`src/rtl/tx_serializer.sv`:
```
// tx_serializer: FIFO-fed serial transmitter (start, LSB-first data, optional even parity, stop).
// Optional feature macro: TX_SERIALIZER_PARITY_EN adds the PARITY state and parity bit.
module tx_serializer #(
  parameter int DATA_WIDTH   = 8,
  parameter int CLKS_PER_BIT = 16
) (
  input  logic                  clk,
  input  logic                  rst,
  input  logic                  fifo_empty,
  input  logic [DATA_WIDTH-1:0] fifo_data,
  output logic                  fifo_rd_en,
  output logic                  tx,
  output logic                  busy,
  output logic                  frame_done
);

  localparam int BAUD_W = $clog2(CLKS_PER_BIT);
  localparam int BIT_W  = (DATA_WIDTH > 1) ? $clog2(DATA_WIDTH) : 1;
  localparam logic [BAUD_W-1:0] BAUD_LAST = BAUD_W'(CLKS_PER_BIT - 1);
  localparam logic [BIT_W-1:0]  BIT_LAST  = BIT_W'(DATA_WIDTH - 1);

  typedef enum logic [2:0] {
    IDLE   = 3'd0,
    READ   = 3'd1,
    LOAD   = 3'd2,
    START  = 3'd3,
    DATA   = 3'd4,
`ifdef TX_SERIALIZER_PARITY_EN
    PARITY = 3'd5,
`endif
    STOP   = 3'd6
  } state_e;

  state_e                state_q, state_d;
  logic [BAUD_W-1:0]     baud_q, baud_d;
  logic [BIT_W-1:0]      bit_q, bit_d;
  logic [DATA_WIDTH-1:0] shift_q, shift_d;
  logic                  tx_q, tx_d;
  logic                  rd_en_q, rd_en_d;
  logic                  busy_q, busy_d;
  logic                  done_q, done_d;
  logic                  baud_last_s;

`ifdef TX_SERIALIZER_PARITY_EN
  logic parity_q, parity_d;

  function automatic logic even_parity(input logic [DATA_WIDTH-1:0] word);
    return ^word;
  endfunction
`endif

  // Outputs are registered from the next state so they line up with state_q.
  always_comb begin
    state_d     = state_q;
    baud_d      = '0;
    bit_d       = bit_q;
    shift_d     = shift_q;
    baud_last_s = (baud_q == BAUD_LAST);
`ifdef TX_SERIALIZER_PARITY_EN
    parity_d    = parity_q;
`endif
    case (state_q)
      IDLE: begin
        if (!fifo_empty) state_d = READ;
        else             state_d = IDLE;
      end
      READ: state_d = LOAD;
      LOAD: begin
        shift_d = fifo_data;
        bit_d   = '0;
`ifdef TX_SERIALIZER_PARITY_EN
        parity_d = even_parity(fifo_data);
`endif
        state_d = START;
      end
      START: begin
        if (baud_last_s) state_d = DATA;
        else             baud_d  = baud_q + BAUD_W'(1);
      end
      DATA: begin
        if (!baud_last_s) begin
          baud_d = baud_q + BAUD_W'(1);
        end else if (bit_q == BIT_LAST) begin
`ifdef TX_SERIALIZER_PARITY_EN
          state_d = PARITY;
`else
          state_d = STOP;
`endif
        end else begin
          bit_d   = bit_q + BIT_W'(1);
          shift_d = shift_q >> 1;
        end
      end
`ifdef TX_SERIALIZER_PARITY_EN
      PARITY: begin
        if (baud_last_s) state_d = STOP;
        else             baud_d  = baud_q + BAUD_W'(1);
      end
`endif
      STOP: begin
        if (baud_last_s) state_d = IDLE;
        else             baud_d  = baud_q + BAUD_W'(1);
      end
      default: state_d = IDLE;
    endcase

    case (state_d)
      START:   tx_d = 1'b0;
      DATA:    tx_d = shift_d[0];
`ifdef TX_SERIALIZER_PARITY_EN
      PARITY:  tx_d = parity_d;
`endif
      default: tx_d = 1'b1;
    endcase
    rd_en_d = (state_d == READ);
    busy_d  = (state_d != IDLE);
    done_d  = (state_d == STOP) && (baud_d == BAUD_LAST);
  end

  always_ff @(posedge clk) begin
    if (rst) begin
      state_q  <= IDLE;
      baud_q   <= '0;
      bit_q    <= '0;
      shift_q  <= '0;
      tx_q     <= 1'b1;
      rd_en_q  <= 1'b0;
      busy_q   <= 1'b0;
      done_q   <= 1'b0;
`ifdef TX_SERIALIZER_PARITY_EN
      parity_q <= 1'b0;
`endif
    end else begin
      state_q  <= state_d;
      baud_q   <= baud_d;
      bit_q    <= bit_d;
      shift_q  <= shift_d;
      tx_q     <= tx_d;
      rd_en_q  <= rd_en_d;
      busy_q   <= busy_d;
      done_q   <= done_d;
`ifdef TX_SERIALIZER_PARITY_EN
      parity_q <= parity_d;
`endif
    end
  end

  assign fifo_rd_en = rd_en_q;
  assign tx         = tx_q;
  assign busy       = busy_q;
  assign frame_done = done_q;

endmodule
```
`config.mk`:
```
export PLATFORM = sky130hd
export DESIGN_NAME = tx_serializer
export DESIGN_NICKNAME = d
export VERILOG_FILES = /design/src/rtl/tx_serializer.sv
export SDC_FILE = /design/constraint.sdc
export NUM_CORES = 1
export LEC_CHECK = 0
export CORE_ASPECT_RATIO = 1.2
export CORE_MARGIN = 1.5
export CORE_UTILIZATION = 57
export CTS_CLUSTER_DIAMETER = 120
export DETAILED_ROUTE_END_ITERATION = 12
export HOLD_SLACK_MARGIN = 0.12
export PLACE_DENSITY = 0.82
export SYNTH_ARGS = -nofsm -noshare
export SYNTH_HDL_FRONTEND = slang
export SYNTH_SLANG_ARGS = --single-unit
```
`constraint.sdc`:
```
create_clock -name clk -period 2.8 [get_ports clk]
set_input_delay 0.56 -clock clk [delete_from_list [all_inputs] [get_ports clk]]
set_output_delay 0.56 -clock clk [all_outputs]
set_load 0.01 [all_outputs]
```
# ---- Word level (Yosys, flattened, before mapping)
# Index checks and enable logic that the tools add are counted.
dict set report op_classes {
  n_eq_ne 14
  n_addsub 2
  n_mux 15
  reduce_logical 6
}
# op count
set ops {}
lappend ops {{3-bit two-way mux} 6}
lappend ops {{3-bit case mux with 6 select lines} 1}
lappend ops {{8-bit two-way mux} 2}
lappend ops {{8-bit case mux with 2 select lines} 1}
lappend ops {{3-bit == test (second input constant)} 5}
lappend ops {{3-bit by 2-bit == test with 1-bit output (second input constant)} 3}
lappend ops {{4-bit == test (second input constant)} 2}
lappend ops {{4-bit two-way mux} 2}
lappend ops {{3-bit by 1-bit == test with 1-bit output (second input constant)} 2}
lappend ops {{3-bit case mux with 2 select lines} 1}
lappend ops {{4-bit by 1-bit adder with 4-bit output (second input constant)} 1}
lappend ops {{2-bit != test (second input constant)} 2}
lappend ops {{3-bit by 1-bit adder with 3-bit output (second input constant)} 1}
lappend ops {{3-bit logical NOT} 1}
lappend ops {{3-bit AND reduction} 1}
lappend ops {{3-bit nonzero test} 1}
lappend ops {{3-bit OR reduction} 1}
lappend ops {{1-bit case mux with 2 select lines} 1}
lappend ops {{2-bit nonzero test} 1}
lappend ops {{1-bit logical AND} 1}
lappend ops {{1-bit two-way mux} 1}
dict set report word_totals {
  register_bits 22
  input_bits 11
  word_cells 46
}

# ---- Logic depth before layout (Yosys ltp)
dict set report depth {
  ltp_word 6
  ltp_mapped 7
}

# ---- Worst setup path after synthesis
# Ideal clock, no wire load.
dict set report synth_path {
  path_kind {register to register}
  from {register bit_q[0]}
  to {register shift_q[7]}
  arrival_time_ns 1.539
  path_slack_ns 1.127
  setup_time_ns 0.134
  n_path_buf 1
  path_stages_with_launch 8
  path_cell_list {dfxtp_1 > ha_1 > ha_1 > nor4b_4 > and2_4 > buf_12 > a2bb2oi_2 > nor2_1}
}
dict set report synth_via {
  elab_chain_len 3
}
# item line_no
set synth_rtl {}
lappend synth_rtl {{start: declaration} 36} ;# logic [BIT_W-1:0] bit_q, bit_d;
lappend synth_rtl {{start signal: assignment} 136} ;# bit_q <= bit_d;
lappend synth_rtl {{3-bit == test} 83} ;# end else if (bit_q == BIT_LAST) begin
lappend synth_rtl {{2-bit != test (no source line)} n/a}
lappend synth_rtl {{3-bit AND reduction (no source line)} n/a}
lappend synth_rtl {{end signal: assignment} 137} ;# shift_q <= shift_d;
lappend synth_rtl {{end: declaration} 37} ;# logic [DATA_WIDTH-1:0] shift_q, shift_d;
# Every way passes these cells.
# A chain may end at the register's enable or synchronous reset.

# ---- Final worst setup path
dict set report layout_path {
  from {register bit_q[0]}
  to {register tx_q (netlist: tx)}
}
dict set report layout_via {
  elab_chain_len 6
}
# item line_no
set layout_rtl {}
lappend layout_rtl {{3-bit == test (*)} 83}
lappend layout_rtl {{3-bit two-way mux} 83}
lappend layout_rtl {{3-bit two-way mux} 81} ;# if (!baud_last_s) begin
lappend layout_rtl {{3-bit case mux with 6 select lines} 62} ;# case (state_q)
lappend layout_rtl {{3-bit == test or 3-bit by 2-bit == test with 1-bit output (tied branches)} 107} ;# case (state_d)
lappend layout_rtl {{1-bit case mux with 2 select lines (*)} 107}
lappend layout_rtl {{end signal: assignment} 138} ;# tx_q <= tx_d;
lappend layout_rtl {{end: declaration} 38} ;# logic tx_q, tx_d;
# Mark *: on every way between the ends. The rest lies on a longest branch, timed or not. The select of a mux whose other input is x is not followed.

==> impl_results.html <==
<table>
<tr><th>Metric</th><th>Value</th></tr>
<tr><th colspan="2">Clocking</th></tr>
<tr><td>Master cell of the clock root buffer</td><td>clkbuf_4</td></tr>
<tr><td>CTS tree</td><td>built</td></tr>
<tr><td>Number of gates given a new drive strength after cts</td><td>0</td></tr>
<tr><td>Largest buffer count on any clock path</td><td>2</td></tr>
<tr><td>Num Clock Sinks</td><td>22</td></tr>
<tr><td>Hold-fix buffers at CTS</td><td>0</td></tr>
<tr><td>Register clock-pin slew on the reported worst setup and hold paths</td><td>0.12 ns</td></tr>
<tr><td>CTS Buf Count</td><td>3</td></tr>
<tr><td>Total number of H-tree levels</td><td>1</td></tr>
<tr><td>Buffers inserted during post-CTS setup optimization</td><td>0</td></tr>
<tr><td>Clock insertion delay at the later pin of the skew report</td><td>0.30 ns</td></tr>
<tr><th colspan="2">Final layout</th></tr>
<tr><td>Antenna cells</td><td>0</td></tr>
<tr><td>Most common cell after layout, fill and taps aside</td><td>dfxtp_1</td></tr>
<tr><td>P&amp;R area growth vs syn</td><td>13.03%</td></tr>
<tr><td>FF/Latch Area</td><td>440.4 µm²</td></tr>
<tr><td>Most frequent cells in the layout</td><td>dfxtp_1 (22), clkdlybuf4s50_1 (14), nor2_1 (8), a21oi_2 (7)</td></tr>
<tr><td>Net count reported at finish</td><td>138</td></tr>
<tr><td>Ratio of cells with drive above 1 in the final layout</td><td>0.2033</td></tr>
<tr><td>Combined area of the multi-input logic cells</td><td>584.3 µm²</td></tr>
<tr><td>Fill count</td><td>155</td></tr>
<tr><th colspan="2">Yosys</th></tr>
<tr><td>Ranking of synthesized cells by area</td><td>dfxtp_1 (40%), a22oi_2 (6.7%), a21oi_2 (5.5%)</td></tr>
<tr><td>Avg Synthesized Cell Area</td><td>10.03 µm²</td></tr>
<tr><td>Count of mapped cells out of synthesis</td><td>111</td></tr>
<tr><td>Synthesized-area fraction occupied by ao, oa, aoi and oai cells</td><td>0.2371</td></tr>
<tr><td>Post-synth top area cell</td><td>dfxtp_1</td></tr>
<tr><td>Portion of netlist area occupied by mux cells</td><td>0.03596</td></tr>
<tr><td>Portion of the post-synthesis area used by sequential elements</td><td>0.3955</td></tr>
<tr><td>Number of different library cells in the post-synthesis netlist</td><td>38</td></tr>
<tr><td>Flops &amp; latches, synth</td><td>22</td></tr>
<tr><td>Synthesized Nets</td><td>125</td></tr>
<tr><td>Synthesized-area fraction occupied by adder cells</td><td>0.03371</td></tr>
<tr><td>Combinational family with the most area after synthesis</td><td>compound AO/OA/AOI/OAI gates</td></tr>
<tr><td>Number of warning messages in the yosys log</td><td>0</td></tr>
<tr><td>Cell area after technology mapping</td><td>0.001114 mm²</td></tr>
<tr><td>Area share of the largest cell type after synthesis</td><td>0.3955</td></tr>
<tr><td>Fraction of synthesized cell area in xor and xnor cells</td><td>0.007865</td></tr>
<tr><td>Post-Synth Simple-Gate Area</td><td>0.2101</td></tr>
<tr><th colspan="2">Routing</th></tr>
<tr><td>Total wire length after detailed routing</td><td>2039 µm</td></tr>
<tr><td>DR vias</td><td>831</td></tr>
<tr><td>Wire per inst</td><td>14.36 µm</td></tr>
<tr><td>Met1 Wirelength</td><td>893 µm</td></tr>
<tr><td>Detail Route met2 WL</td><td>1061 µm</td></tr>
<tr><td>Top metal layer carrying routed signals</td><td>met4</td></tr>
<tr><td>Via count normalized by instance count</td><td>5.852</td></tr>
<tr><td>Remaining design rule violation count</td><td>0</td></tr>
<tr><td>Number of antenna-violating nets in the routed design</td><td>0</td></tr>
<tr><td>Initial DRC Count</td><td>23</td></tr>
<tr><td>Routed wire length on met3</td><td>52 µm</td></tr>
<tr><td>Iteration count of the initial detailed-routing pass</td><td>4</td></tr>
<tr><th colspan="2">Pwr</th></tr>
<tr><td>Worst ir drop on vdd</td><td>0.2758 mV</td></tr>
<tr><td>Net switching component of the power</td><td>0.0001824 W</td></tr>
<tr><td>PwrDens</td><td>531.0 mW/mm²</td></tr>
<tr><td>Internal Power</td><td>0.0004859 W</td></tr>
<tr><td>Combinational share of power</td><td>0.198</td></tr>
<tr><td>Switching part of the total power</td><td>0.2729</td></tr>
<tr><td>Design Power</td><td>0.0006684 W</td></tr>
<tr><td>Total leakage power</td><td>0.4373 nW</td></tr>
<tr><td>Clock network fraction of design power</td><td>0.258</td></tr>
<tr><td>Relative contribution of sequential cells to total power</td><td>0.544</td></tr>
<tr><th colspan="2">Critical path</th></tr>
<tr><td>Worst Path Arrival</td><td>2.05 ns</td></tr>
<tr><td>Critical-path cell list</td><td>ha_1 &gt; ha_1 &gt; nor4b_4 &gt; a21oi_2 &gt; a221oi_2 &gt; o21ai_1</td></tr>
<tr><td>Highest-delay cell along the critical path</td><td>nor4b_4</td></tr>
<tr><td>Crit. End Element</td><td>flop</td></tr>
<tr><td>Maximum net fanout on the critical path</td><td>8</td></tr>
<tr><td>Stage delay of the slowest cell on the critical path</td><td>0.39 ns</td></tr>
<tr><td>Most Frequent Cell on Critical Path</td><td>ha_1</td></tr>
<tr><td>Type of the worst setup path</td><td>reg2reg</td></tr>
<tr><td>CP startpoint kind</td><td>flop</td></tr>
<tr><td>Required time of the critical path</td><td>2.99 ns</td></tr>
<tr><th colspan="2">Floorplanning</th></tr>
<tr><td>Starting utilization of the core area</td><td>0.6088</td></tr>
<tr><td>Overall die width</td><td>43.35 µm</td></tr>
<tr><td>Number of placement rows</td><td>17</td></tr>
<tr><td>Area of the core region</td><td>0.001829 mm²</td></tr>
<tr><td>Io pins</td><td>15</td></tr>
<tr><td>Die span in y</td><td>51.42 µm</td></tr>
<tr><td>Full die area</td><td>0.002229 mm²</td></tr>
<tr><th colspan="2">Timing</th></tr>
<tr><td>Maximum clock rate</td><td>538.6 MHz</td></tr>
<tr><td>Worst hold-check slack</td><td>0.4868 ns</td></tr>
<tr><td>Clock Skew</td><td>0.003113 ns</td></tr>
<tr><td>Worst slew pin tran</td><td>0.4838 ns</td></tr>
<tr><td>Number of hold violations in the final report</td><td>0</td></tr>
<tr><td>Final period utilization</td><td>0.6631</td></tr>
<tr><td>Worst max-slew margin expressed relative to the limit</td><td>0.6770</td></tr>
<tr><td>Crit path time final</td><td>1.857 ns</td></tr>
<tr><td>Setup TNS Final</td><td>0 ns</td></tr>
<tr><td>RSZ-0062 raised after global routing</td><td>no</td></tr>
<tr><td>Final setup violation count</td><td>0</td></tr>
<tr><td>Number of slew-limit violations in the final report</td><td>0</td></tr>
<tr><th colspan="2">Min path</th></tr>
<tr><td>Min-Delay Path Class</td><td>reg2reg</td></tr>
<tr><th colspan="2">Global route</th></tr>
<tr><td>Largest net degree at the start of global routing</td><td>13</td></tr>
<tr><td>Vias in the first global route</td><td>777</td></tr>
<tr><td>Global route total overflow</td><td>0</td></tr>
<tr><td>Total GRT Usage</td><td>0.2031</td></tr>
<tr><td>Global-route wire length before repair</td><td>3325 µm</td></tr>
<tr><td>Antenna violations before repair</td><td>0</td></tr>
<tr><th colspan="2">Run status</th></tr>
<tr><td>Run status</td><td>finished clean</td></tr>
<tr><th colspan="2">Placed design</th></tr>
<tr><td>Placed wire-length estimate after detailed placement</td><td>1475 µm</td></tr>
<tr><td>Weighted congestion reported at the end of routability-driven placement</td><td>0.7693</td></tr>
<tr><td>IO Port Bufs</td><td>14</td></tr>
<tr><th colspan="2">Run</th></tr>
<tr><td>Maxcap violations</td><td>0</td></tr>
</table>
sequential cells by signal (all words and copies together) (netlist names):
name        count
bit_q           3
fifo_rd_en      1
baud_q          4
busy            1
tx              1
shift_q         8
frame_done      1
state_q         3
cell usage after synthesis:
master	instances
a211oi_1	2
a21oi_1	4
a21oi_2	7
a221oi_1	1
a221oi_2	1
a22oi_2	6
a2bb2oi_2	1
a31oi_1	1
and2_1	1
and2_4	1
and3_1	1
buf_12	1
buf_2	1
buf_4	2
buf_6	2
clkbuf_1	2
dfxtp_1	22
ha_1	3
inv_1	5
mux2i_1	4
nand2_1	6
nand2b_1	4
nand2b_2	1
nand4_1	1
nand4b_1	2
nor2_1	8
nor2b_1	6
nor3_1	2
nor3b_2	1
nor4_1	2
nor4b_4	1
o21ai_0	2
o21ai_1	2
o221a_1	1
o31ai_1	1
o32ai_1	1
or3_1	1
xnor2_1	1
layout make-up:
| class | count | area share |
|---|---|---|
| clock buffers | 4 | 0.02883 |
| repair buffers | 16 | 0.1233 |
| well taps | 19 | 0.01889 |
| inverters | 5 | 0.01491 |
| multi-input cells | 76 | 0.4642 |
| flip-flops and latches | 22 | 0.3499 |
metal layers:
| metal | global-route usage | up-vias |
|---|---|---|
| met2 | 0.3408 | 14 |
| met4 | 0.1263 | 0 |
| li1 | - | 428 |
| met1 | 0.2434 | 387 |
| met3 | 0.02120 | 2 |
| met5 | 0 | - |
power by group through the flow:
| stage | Clock (W) | Sequential (W) | Combinational [W] |
|---|---|---|---|
| global placement | 0 | 0.000369 | 0.000129 |
| detailed placement | 0 | 0.000371 | 0.000132 |
| global route | 0.000191 | 0.000368 | 0.000147 |
| floorplan | 0 | 0.000359 | 0.000103 |
| CTS | 0.000179 | 0.000363 | 0.000133 |
| finish | 0.000173 | 0.000363 | 0.000132 |
cell families (layout without fill, tap and decap cells):
| group | after synthesis | in the layout |
|---|---|---|
| AO/OA/AOI/OAI | 30 | 30 |
| XOR/XNOR | 1 | 1 |
| adder cells (fa/ha/maj) | 3 | 3 |
| buffers and inverters | 13 | 25 |
| flip-flops | 22 | 22 |
| multiplexers | 4 | 4 |
| AND/OR/NAND/NOR | 38 | 38 |
worst paths after layout:
check / start / to / slack [ns] / cells after the start
worst max-delay path: bit_q[0] / tx / 0.94 / 6
worst min-delay path: shift_q[3] / shift_q[3] / 0.49 / 2
worst max register to register: bit_q[0] / tx / 0.94 / 6
worst min register to register: shift_q[3] / shift_q[3] / 0.49 / 2
critical path: cells and delay by family, from the launching register on:
| family | cells | cell delay, ns |
|---|---|---|
| simple gates | 1 | 0.39 |
| flops | 1 | 0.34 |
| compound gates | 3 | 0.60 |
| fa+ha+maj | 2 | 0.42 |
stage by stage:
step / cells / instance area [µm²] / setup slack, ns / util
global placement: 138 / 1222 / 0.9302 / 0.6683
CTS: 142 / 1259 / 0.9166 / 0.6881
floorplan: 111 / 1114 / 1.127 / -
global route: 142 / 1259 / 0.7928 / 0.6881
detailed placement: 138 / 1222 / 0.8677 / 0.6683
finish: 142 / 1259 / 0.9432 / 0.6881
(Power assumes the default switching activity.)
==> edit 1: new RTL, same settings <==
Change the parameter `DATA_WIDTH` from 8 to 16.
--- a/src/rtl/tx_serializer.sv
+++ b/src/rtl/tx_serializer.sv
@@ -1,7 +1,7 @@
 // tx_serializer: FIFO-fed serial transmitter (start, LSB-first data, optional even parity, stop).
 // Optional feature macro: TX_SERIALIZER_PARITY_EN adds the PARITY state and parity bit.
 module tx_serializer #(
-  parameter int DATA_WIDTH   = 8,
+  parameter int DATA_WIDTH   = 16,
   parameter int CLKS_PER_BIT = 16
 ) (
   input  logic                  clk,
Interface: changed (resized fifo_data); port bits go from 15 to 23. No check against the original RTL was run, so the function may have changed too.
==> edit 1 against the original RTL <==
- setup slack gained 0.0057 ns
- final area grew 33%
- routed wire length grew 39%
- via count grew 47%
- count of clock-buffer cells in the layout grew 4
- total power grew 31%
- sequential share of layout area grew 2.2 points
- critical path depth shrank 1
- synthesized area grew 28%
- die area grew 26%
- global-route usage grew 2.2 points
- sequential cell count grew 9
- clock skew grew 0.0042 ns
- critical path type unchanged
- largest cell class unchanged
==> edit 1: results (changes against the original RTL) <==
.. list-table::
   :header-rows: 1

   * - Metric
     - Value
   * - Clock root cell
     - clkbuf_4
   * - Port bufs
     - 22 (+8)
   * - Number of cells traversed by the worst hold path
     - 2 (unchanged)
   * - Number of buffers added for setup after CTS
     - 0 (unchanged)
   * - Net switching power
     - 213 uW (+17%)
   * - Clock Skew
     - 0.00732 ns (+0.00421 ns)
   * - Routed length per instance
     - 13.6 microns (-5.2%)
   * - Main area contributors after synthesis
     - dfxtp_1 (43%), a22oi_1 (7.4%), a21oi_1 (6.0%)
   * - Critical-path maximum fanout
     - 20 (+12)
   * - Transition time at the pin with the least slew margin
     - 0.691 ns (+0.207 ns)
   * - Level count of the clock H-tree
     - 2 (+1)
   * - Total track usage
     - 0.225 (+0.0215)
   * - Reported leakage power
     - 0.607 nW (+39%)
   * - Most used flip-flop cell after synthesis
     - dfxtp_1
   * - Min-delay worst type
     - reg2reg
   * - Arrival @ worst endpoint
     - 2.12 ns (+0.07 ns)
   * - Fillers
     - 207 (+34%)
   * - Final RePlAce weighted congestion
     - 0.851 (+11%)
   * - First-pass GRT wire length
     - 4860 microns (+46%)
   * - Distinct cells, synth
     - 41 (+7.9%)
   * - Antenna Diode Count
     - 0 (unchanged)
   * - Dpl ws
     - 0.905 ns (+0.0372 ns)
   * - Number of antenna violations at the first check in global routing
     - 0 (unchanged)
   * - Synthesized net count
     - 178 (+42%)
   * - Fraction of layout instances using a drive strength above 1
     - 0.107 (-0.0959)
   * - Comb. pwr
     - 98.6 uW (-25%)
   * - Worst supply voltage drop on vdd
     - 0.000358 V (+30%)
   * - Portion of total power attributed to sequential cells
     - 0.544 (about the same)
   * - Commonest cells in the netlist
     - dfxtp_1 (31), nand2_1 (19), a21oi_1 (17)
   * - Part of the power in combinational logic
     - 0.113 (-0.085)
   * - Count of routing violations after the opening detailed-route iteration
     - 45 (+96%)
   * - Per-cell via count in the routed design
     - 5.87 (+0.31%)
   * - Largest registers in the final layout
     - shift_q: 16 flops, baud_q: 4 flops, bit_q: 4 flops
   * - Ys async rst share
     - 0 (unchanged)
   * - Nets@finish
     - 197 (+43%)
   * - Status
     - complete, no violations
   * - Cts repair resizes
     - 0 (unchanged)
   * - Placed wire-length estimate
     - 1960 microns (+33%)
   * - Number of detailed-routing iterations run before antenna repair
     - 5 (+1)
   * - Sequential fraction of the synthesis area
     - 0.435 (+0.0392)
   * - Synth Warn #
     - 0 (unchanged)
   * - Largest net degree at the start of global routing
     - 21 (+8)
   * - Clock-pin slew reported for the worst setup and hold paths after clock tree synthesis
     - 0.10 ns (-0.02 ns)
   * - Clock insertion delay at the later pin of the skew report
     - 0.34 ns (+0.04 ns)
   * - Maximum number of buffers from clock root to sink
     - 2 (unchanged)
   * - Number of global-route vias before repair
     - 1,194 (+54%)
   * - TritonCTS buffer count
     - 5 (+2)
   * - Number of cells traversed by the worst register-to-register path
     - 5 (-1)
   * - Total placed instance area
     - 1600 sq um (+31%)
   * - Count of max-cap constraint violations
     - 0 (unchanged)
[edit 1: cell families (layout without fill, tap and decap cells)]
group                      Yosys count  count (layout)  share of synthesized area
xor gates and xnor gates             3               3                     0.0184
buffers and inverters               16              36                     0.0824
and+or+nand+nor                     58              58                      0.214
AOI/OAI and AO/OA                   44              44                      0.211
adders and majority gates            3               3                     0.0254
DFF                                 31              31                      0.435
muxes                                2               2                     0.0140
[edit 1: per-layer routing]
layer,up-vias,part of all wire,GRT usage
met1,582,0.41,0.231
li1,596,-,-
met3,4,0.051,0.0876
met2,39,0.53,0.389
met5,-,0,0
met4,0,0.013,0.131
[edit 1: per-stage QoR]
| step | std cells | utilization | hold slack [ns] |
|---|---|---|---|
| after CTS | 208 | 0.716 | 0.464 |
| after detailed placement | 200 | 0.686 | 0.451 |
| after floorplan | 157 | - | 0.437 |
| final | 208 | 0.716 | 0.462 |
| after global routing | 208 | 0.716 | 0.486 |
| after global placement | 200 | 0.686 | 0.444 |
[edit 1: worst paths after layout]
| kind | start | endpoint | slack [ns] |
|---|---|---|---|
| worst min register to register | shift_q[12] | shift_q[12] | 0.46 |
| worst max register to register | state_q[2] | shift_q[10] | 0.95 |
| worst min-delay path | shift_q[12] | shift_q[12] | 0.46 |
| worst max-delay path | state_q[2] | shift_q[10] | 0.95 |
[edit 1: area by class of cell]
class | instances | area [sq um] | share of cell area
multi-input combinational | 110 | 689 | 0.413
tap | 31 | 38.8 | 0.0233
timing repair buffer | 24 | 235 | 0.141
inverter | 4 | 15.0 | 0.00900
clock buffer | 8 | 68.8 | 0.0413
sequential | 31 | 621 | 0.372
[edit 1: critical path: stages, from the launching register on]
cell and delay, ns:
dfxtp_1 0.61, nor3b_2 0.08, buf_4 0.22, a31oi_2 0.58, nand2_1 0.12, a21oi_1 0.17
==> edit 2: new RTL, same flow settings <==
Without the edit above. Register the output `tx` once more, with the module's reset; this adds one clock of latency there. The other outputs are not delayed to match.
--- a/src/rtl/tx_serializer.sv
+++ b/src/rtl/tx_serializer.sv
@@ -146,7 +146,13 @@
   end
 
   assign fifo_rd_en = rd_en_q;
-  assign tx         = tx_q;
+  always_ff @(posedge clk) begin
+    if (rst) begin
+      tx <= '0;
+    end else begin
+      tx <= tx_q;
+    end
+  end
   assign busy       = busy_q;
   assign frame_done = done_q;
 
Behaviour: not the same (a bounded check fails within 4 cycles, from zero or initial values and one cycle with rst high).
==> edit 2 against the original RTL <==
- worst hold slack got worse by 0.029 ns
- synthesized area is 1.2% lower
- final area shrank 1.5%
- synthesized cell count up 3.6%
- critical path depth is the same
- clock skew is 0.0068 ns higher
- setup slack got worse by 0.29 ns
- sequential cell count rose by 1
- total power fell by 2.2%
- routed wire length fell by 0.83%
- critical endpoint is now tx_q
==> edit 2: results (changes against the original RTL) <==
.. list-table::
   :header-rows: 1

   * - Metric
     - Value
   * - Met2 capacity usage during global routing
     - 0.348 (+0.00746)
   * - Largest delay contributor family on the critical path
     - simple AND/OR/NAND/NOR gates
   * - Status
     - complete, no violations
   * - Fillers
     - 146 (-5.8%)
   * - Complex-gate fraction of the synthesized area
     - 0.222 (-0.0152)
   * - Launch point of the worst hold path
     - tx_q
   * - Global routing met1 resource utilization
     - 0.249 (+0.00547)
   * - Number of global-route vias before repair
     - 824 (+6.0%)
   * - Routed length per instance
     - 13.9 microns (-2.9%)
   * - Net switching power
     - 185 uW (+1.4%)
   * - Placed wire-length estimate
     - 1420 microns (-4.0%)
   * - Critical-path maximum fanout
     - 11 (+3)
   * - Number of cells traversed by the worst hold path
     - 1 (-1)
   * - Synthesized net count
     - 129 (+3.2%)
   * - Met1 routed wirelength after detailed routing
     - 924 microns (+3.5%)
   * - Met2 routed wirelength
     - 992 microns (-6.5%)
   * - CP max stage delay
     - 0.52 ns (+0.13 ns)
   * - Fraction of layout instances using a drive strength above 1
     - 0.119 (-0.0842)
   * - Distinct cells, synth
     - 36 (-5.3%)
   * - Worst r2r dst
     - tx_q
   * - Largest net degree at the start of global routing
     - 14 (+1)
   * - Final RePlAce weighted congestion
     - 0.791 (+2.9%)
   * - Nets@finish
     - 141 (+2.2%)
   * - Per-cell via count in the routed design
     - 5.95 (+1.7%)
   * - Total track usage
     - 0.207 (+0.00381)
   * - Transition time at the pin with the least slew margin
     - 0.658 ns (+0.174 ns)
   * - Count of routing violations after the opening detailed-route iteration
     - 17 (-26%)
   * - Worst hold endpoint
     - tx
   * - Portion of synthesized cell area occupied by the leading cell type
     - 0.419 (+0.0232)
   * - CP max-delay cell
     - and2_1
==> edit 2: through the flow <==
step           hold WS [ns]  std cells  setup WS (ns)  area [sq um]
2_1_floorplan         0.414        115           1.10          1100
3_3_place_gp          0.427        141          0.782          1210
3_5_place_dp          0.435        141          0.668          1210
4_1_cts               0.461        145          0.655          1240
5_1_grt               0.475        145          0.530          1240
6_report              0.458        145          0.652          1240
==> edit 2: final cells by class <==
type,count,area [sq um],area share
repair buffers,15,148,0.119
inverters,6,22.5,0.0182
flip-flops and latches,23,460,0.371
well taps,19,23.8,0.0192
multi-input cells,78,558,0.450
clock buffers,3,22.5,0.0182
clock inverters,1,5.00,0.00404
==> edit 2: power by group through the flow <==
stage / registers (mW) / logic, mW / clock network, mW
6_report: 0.379 / 0.118 / 0.156
2_1_floorplan: 0.374 / 0.102 / 0
3_3_place_gp: 0.385 / 0.116 / 0
5_1_grt: 0.384 / 0.133 / 0.169
3_5_place_dp: 0.386 / 0.119 / 0
4_1_cts: 0.379 / 0.119 / 0.159
